--- config.mk ---
export PLATFORM = sky130hd
export DESIGN_NAME = loopback_interceptor
export DESIGN_NICKNAME = d
export VERILOG_FILES = /design/src/rtl/loopback_interceptor.sv
export SDC_FILE = /design/constraint.sdc
export NUM_CORES = 1
export LEC_CHECK = 0
export ABC_CLOCK_PERIOD_IN_PS = 2500
export BUFFER_PORTS_ARGS = -buffer_cell sky130_fd_sc_hd__buf_2
export CORE_MARGIN = 5
export CORE_UTILIZATION = 35
export DETAILED_ROUTE_END_ITERATION = 12
export GPL_TIMING_DRIVEN = 1
export PLACE_DENSITY = 0.71
export SYNTH_ARGS = -nofsm -noshare
export SYNTH_HDL_FRONTEND = slang
export SYNTH_SLANG_ARGS = --single-unit
--- constraint.sdc ---
create_clock -name clk -period 2.5 [get_ports clk]
set_input_delay 0.5 -clock clk [delete_from_list [all_inputs] [get_ports clk]]
set_output_delay 0.5 -clock clk [all_outputs]
set_load 0.05 [all_outputs]
--- src/rtl/loopback_interceptor.sv ---
// loopback_interceptor: diverts self-addressed sends into a loopback FIFO and
// merges them with network receives through a fair two-way arbiter.
module loopback_interceptor #(
    parameter int LOOPBACK_DEPTH = 2,
    parameter int ADDR_W = 8,
    parameter int TAG_W = 4,
    parameter int DATA_W = 32
) (
    input  logic                           clk,
    input  logic                           rst,
    input  logic [ADDR_W-1:0]              local_address,
    input  logic                           core_interceptor_valid,
    output logic                           interceptor_core_ready,
    input  logic [ADDR_W+TAG_W+DATA_W-1:0] core_interceptor_data,
    output logic                           loopback_interface_valid,
    input  logic                           interface_loopback_ready,
    output logic [ADDR_W+TAG_W+DATA_W-1:0] loopback_interface_data,
    input  logic                           interface_loopback_valid,
    output logic                           loopback_interface_ready,
    input  logic [ADDR_W+TAG_W+DATA_W-1:0] interface_loopback_data,
    output logic                           interceptor_core_valid,
    input  logic                           core_interceptor_ready,
    output logic [ADDR_W+TAG_W+DATA_W-1:0] interceptor_core_data
);
    localparam int MSG_W = ADDR_W + TAG_W + DATA_W;
    localparam int PTR_W = $clog2(LOOPBACK_DEPTH);
    localparam int CNT_W = PTR_W + 1;

    logic [MSG_W-1:0] mem [LOOPBACK_DEPTH];
    logic [PTR_W-1:0] wr_ptr, rd_ptr;
    logic [CNT_W-1:0] count;
    logic             prio;
    logic             out_valid;
    logic [MSG_W-1:0] out_data;
    logic             is_local, full, empty, push, pop, out_free, grant_net, contested;

    assign is_local = core_interceptor_data[MSG_W-1 -: ADDR_W] == local_address;
    assign full     = count == CNT_W'(LOOPBACK_DEPTH);
    assign empty    = count == '0;
    assign push     = core_interceptor_valid && is_local && !full;
    assign out_free = !out_valid || core_interceptor_ready;

    // Network wins a contest when prio is 0; rst masks grants so nothing is acknowledged during reset.
    assign contested = out_free && interface_loopback_valid && !empty;
    assign grant_net = !rst && out_free && interface_loopback_valid && (empty || !prio);
    assign pop       = !rst && out_free && !empty && (!interface_loopback_valid || prio);

    assign loopback_interface_valid = core_interceptor_valid && !is_local;
    assign loopback_interface_data  = core_interceptor_data;
    assign interceptor_core_ready   = is_local ? !full : interface_loopback_ready;
    assign loopback_interface_ready = grant_net;
    assign interceptor_core_valid   = out_valid;
    assign interceptor_core_data    = out_data;

    always_ff @(posedge clk) begin
        if (push) mem[wr_ptr] <= {local_address, core_interceptor_data[TAG_W+DATA_W-1:0]};
    end

    always_ff @(posedge clk or posedge rst) begin
        if (rst) begin
            wr_ptr    <= '0;
            rd_ptr    <= '0;
            count     <= '0;
            prio      <= 1'b0;
            out_valid <= 1'b0;
            out_data  <= '0;
        end else begin
            wr_ptr <= wr_ptr + PTR_W'(push);
            rd_ptr <= rd_ptr + PTR_W'(pop);
            count  <= count + CNT_W'(push) - CNT_W'(pop);
            if (contested) prio <= !prio;
            if (grant_net) begin
                out_valid <= 1'b1;
                out_data  <= interface_loopback_data;
            end else if (pop) begin
                out_valid <= 1'b1;
                out_data  <= mem[rd_ptr];
            end else if (core_interceptor_ready) begin
                out_valid <= 1'b0;
            end
        end
    end
endmodule

Word level (Yosys, flattened, before mapping)
Memory sizes are Yosys's and may differ from the RTL's.
Index checks and enable logic that the tools add are counted.
{"block": "totals", "n_memories": 1, "regBits": 50, "ramBits": 88, "out_inout_bits": 92, "inputBits": 102}
{"block": "op_classes", "mux": 8, "n_eq_ne": 2, "n_addsub": 4, "n_reduce_logical": 23}
{"memory": "mem", "depth": 2, "word_bits": 44, "read_ports": 1, "rd_ports_with_merged_regs": 0, "write_ports": 1, "line": "29", "rtl": "logic [MSG_W-1:0] mem [LOOPBACK_DEPTH];"}
{"operator": "$mux W44", "count": 2}
{"operator": "$logic_and A1 B1 Y1", "count": 10}
{"operator": "$eq A8 B8 Y1", "count": 1}
{"operator": "$logic_not A1 Y1", "count": 7}
{"operator": "$mux W1", "count": 6}
{"operator": "$logic_or A1 B1 Y1", "count": 3}
{"operator": "$reduce_bool A3 Y1", "count": 1}
{"operator": "$add A1 B1 Y1", "count": 2}
{"operator": "$add A2 B1 Y2", "count": 1}
{"operator": "$eq A2 B2 Y1 const B", "count": 1}
{"operator": "$logic_not A2 Y1", "count": 1}
{"operator": "$reduce_bool A2 Y1", "count": 1}
{"operator": "$sub A2 B1 Y2", "count": 1}

Logic depth before layout (Yosys ltp)
{"block": "logic_depth", "word_depth": 7, "ltp_mapped": 7, "ltp_nobuf": 7}

Worst setup path before layout
Ideal clock, no wire load.
{"block": "synth_path", "path_type": "in2reg", "start": "input local_address[2]", "end": "memory mem[0][0] (netlist name), enable pin", "setup_ps": 406, "required_time_ps": 2094, "path_slack_ps": -380, "stages": 5, "path_buffers": 0, "arrival_ps": 2474, "cell_sequence": "xor2_1 > nor4_1 > and3_1 > and2_1 > ha_1"}
{"block": "synth_via", "elab_chain_cells": 5}
{"element": "start, declared", "line": "11", "rtl": "input logic [ADDR_W-1:0] local_address,"}
{"element": "$eq A8 B8 Y1", "line": "37", "rtl": "assign is_local = core_interceptor_data[MSG_W-1 -: ADDR_W] == local_address;"}
{"element": "$logic_and A1 B1 Y1 (2 in a row)", "line": "40", "rtl": "assign push = core_interceptor_valid && is_local && !full;"}
{"element": "$mux W1", "line": "56", "rtl": "if (push) mem[wr_ptr] <= {local_address, core_interceptor_data[TAG_W+DATA_W-1:0]};"}
{"element": "$mux W1 (not written as such)", "line": "56"}
{"element": "end, declared", "line": "29"}
No other way between the ends.

Worst setup path after layout
{"block": "layout_path", "start": "input local_address[6]", "end": "output interceptor_core_ready"}
{"block": "layout_via", "elab_chain_cells": 2}
{"element": "$eq A8 B8 Y1", "line": "37"}
{"element": "$mux W1", "line": "50", "rtl": "assign interceptor_core_ready = is_local ? !full : interface_loopback_ready;"}
{"element": "end, declared", "line": "13", "rtl": "output logic interceptor_core_ready,"}
No other way between the ends.

==> out/qor.txt <==
Residual DRC -> 0
Most used DFF post-synth -> edfxtp_1
Chip Height -> 137.4 um
Row count -> 46
Filler cell count -> 1,415
Initial antenna violation count -> 0
P_leak -> 3.174 nW
Routed WL per cell -> 17.33 um
Post-synth EDFFs -> 88
Gpl congestion -> 0.7221
Actual slew at the worst max-slew pin -> 701.2 ps
Root Driver -> clkbuf_16
CTS max path bufs -> 2
Int Pwr -> 5.324 mW
Met1 Usage GRT -> 0.1769
RSZ-0062 raised after global routing -> false
Hold depth -> 1
Critical path cell sequence -> buf_2, xor2_2, nor4_2, buf_4, and2_4, mux2_1, buf_6
Minimum clock period -> 2430 ps
Max FO, Critical Path -> 3
Hold crit path type -> in2reg
Sequential-to-total area share from yosys stat -> 0.6853
Comb pwr share -> 0.388
Critical path arrival -> 1930 ps
Vias in the first global route -> 3,808
CP Class -> in2out
Synth cell count leaders -> edfxtp_1, dfrtp_1, nor2_1
Power share of the clock group -> 0.269
Area Overhead vs Synth -> 28.03%
Final period utilization -> 0.9718
CP Capture Type -> output port
CP startpoint kind -> input pin
IO Pins -> 194
Fin Setup TNS -> 0 ps
Post-DP HPWL -> 9.376 mm
Number of max-slew violations in the final report -> 0
Core area -> 15,890 sq um
Count leader, synth -> edfxtp_1
Status -> finished clean
Max_cap viols -> 0
DP Area -> 6671 sq um
Drt pass-1 iters -> 4
Critical path's largest stage delay -> 340 ps
Clk_lat worst skew -> 410 ps
Synthesized cell area -> 5682 sq um
Hold Fails Final Rpt -> 0
Rel. slew slack -> 0.5325
Top cells by area, synth -> edfxtp_1, dfrtp_1, a221o_1
# port buffers -> 193
Post-synthesis async set-or-reset flop share -> 0.3623
PD cells -> 1231 nW/um^2
Met3 Track Usage GR -> 0.03981
Max VDD drop -> 0.0006476 V
Post-route cell area -> 7274 sq um
# diodes -> 0
Via count -> 3,684
Global routing's busiest layer -> met2
CTS sink cnt -> 138
#FFs+latches synth -> 138
Peak Freq -> 0.4116 GHz
Met2 Use GR -> 0.2402
CTS clk-pin slew, worst paths -> 60 ps
Mapped Nets -> 476
Largest net degree at the start of global routing -> 51
Synth Instances -> 372
Yosys top cell area share -> 0.4651
Iteration-0 DRC count of the detailed router -> 155
Number of CTS-inserted buffers -> 17
DRT antenna net count -> 0
Mapped Avg Cell Area -> 15.27 sq um
Initial core utilization -> 0.3577
Final #Nets -> 642
First-pass GRT wire length -> 20.35 mm
Flop pwr share -> 0.344
Req. time, crit path -> 2000 ps
DIE WIDTH -> 137.4 um
Synth area leader -> edfxtp_1
Ys Warns -> 0
Sw Pwr -> 3.628 mW
Htree depth -> 4
DR vias/cell -> 4.803
CP max stage cell -> mux2_1
WL final -> 13.29 mm
Sw Share -> 0.4053
Worst Reg-to-Reg Cells -> 4
Die Area -> 18,880 sq um
TritonCTS clock tree -> done
Overall routing resource usage -> 0.1423
GR Overflow Total -> 0
Layout cells sized above 1 -> 0.4555
Clk_skew -> 9.440 ps
# setup viols final -> 0
Synth cell types -> 24
## cell type report
cell class	count	area, sq um	share of cell area
well taps	216	270.3	0.03715
flip-flops and latches	138	3895	0.5354
clock buffers	20	456.7	0.06278
repair buffers	210	1150	0.1581
clock inverters	12	116.4	0.01600
multi-input cells	168	1371	0.1885
inverters	3	15.01	0.002064
## sequential cells by signal, summed over array words and instances, names as in the netlist
name and cells:
mem 88, interceptor_core_data 44, count 2, interceptor_core_valid 1
prio 1, rd_ptr 1, wr_ptr 1
## repair_timing
item                                   CTS  global route
setup endpoints to repair                0             1
hold buffers                             0             0
setup buffers                            0             1
gates resized for setup                  0             6
endpoints found under the hold margin    0             0
## cells by family after synthesis
family | Yosys count | synth area share
buffers and inverters | 66 | 0.08082
muxes | 45 | 0.07950
AOI/OAI and AO/OA | 47 | 0.08214
xor gates and xnor gates | 12 | 0.01850
adders and majority gates | 2 | 0.004404
DFF | 138 | 0.6853
and+or+nand+nor | 62 | 0.04933
## cell usage in the layout, fill, tap and decap left out, types with 3 or more instances in the layout
| master | n |
|---|---|
| a221o_1 | 44 |
| buf_12 | 4 |
| buf_2 | 192 |
| buf_4 | 13 |
| clkbuf_16 | 17 |
| clkinv_4 | 5 |
| clkinvlp_4 | 3 |
| dfrtp_1 | 49 |
| edfxtp_1 | 88 |
| mux2i_1 | 44 |
| nand2b_1 | 3 |
| nor2_1 | 46 |
| xnor2_1 | 3 |
| xor2_1 | 8 |
## routing by layer
layer  part of all wire  up-vias
met2               0.50      157
met1               0.42     1824
li1                   -     1695
met5                  0        -
met3              0.073        8
met4             0.0070        0
## stage by stage
step / hold WS (ps) / power (mW) / utilization / cells / setup WS [ps]
2_1_floorplan: 447.0 / 5.813 / - / 372 / 37.37
3_3_place_gp: 460.2 / 6.543 / 0.4200 / 734 / 15.77
3_5_place_dp: 469.9 / 6.619 / 0.4200 / 734 / 25.82
4_1_cts: 262.1 / 9.046 / 0.4560 / 766 / 7.929
5_1_grt: 257.8 / 9.355 / 0.4579 / 767 / 12.11
6_report: 283.0 / 8.952 / 0.4579 / 767 / 70.38
## power groups by stage
stage	logic [mW]	clock network [mW]	registers [mW]
after floorplan	1.48	0	4.34
after global placement	3.45	0	3.09
after detailed placement	3.51	0	3.11
after CTS	3.51	2.46	3.08
after global routing	3.66	2.57	3.12
final	3.47	2.40	3.08
## worst paths after layout
path                                           from                         to  slack (ps)
max reg2reg                                count[1]   interceptor_core_data[5]         610
max                                local_address[6]     interceptor_core_ready          70
min in group asynchronous                       rst  interceptor_core_data[19]         380
min                        core_interceptor_data[3]                  mem[0][3]         280
max in group asynchronous                       rst                     rd_ptr        1610
min reg2reg                                    prio                       prio         490
## worst max-delay path, delay by kind of cell
| kind | cells | cell delay, ps |
|---|---|---|
| xor+xnor | 1 | 190 |
| buf+inv | 3 | 470 |
| mux | 1 | 340 |
| simple gates | 2 | 420 |
Power figures use the tool's default switching activity.
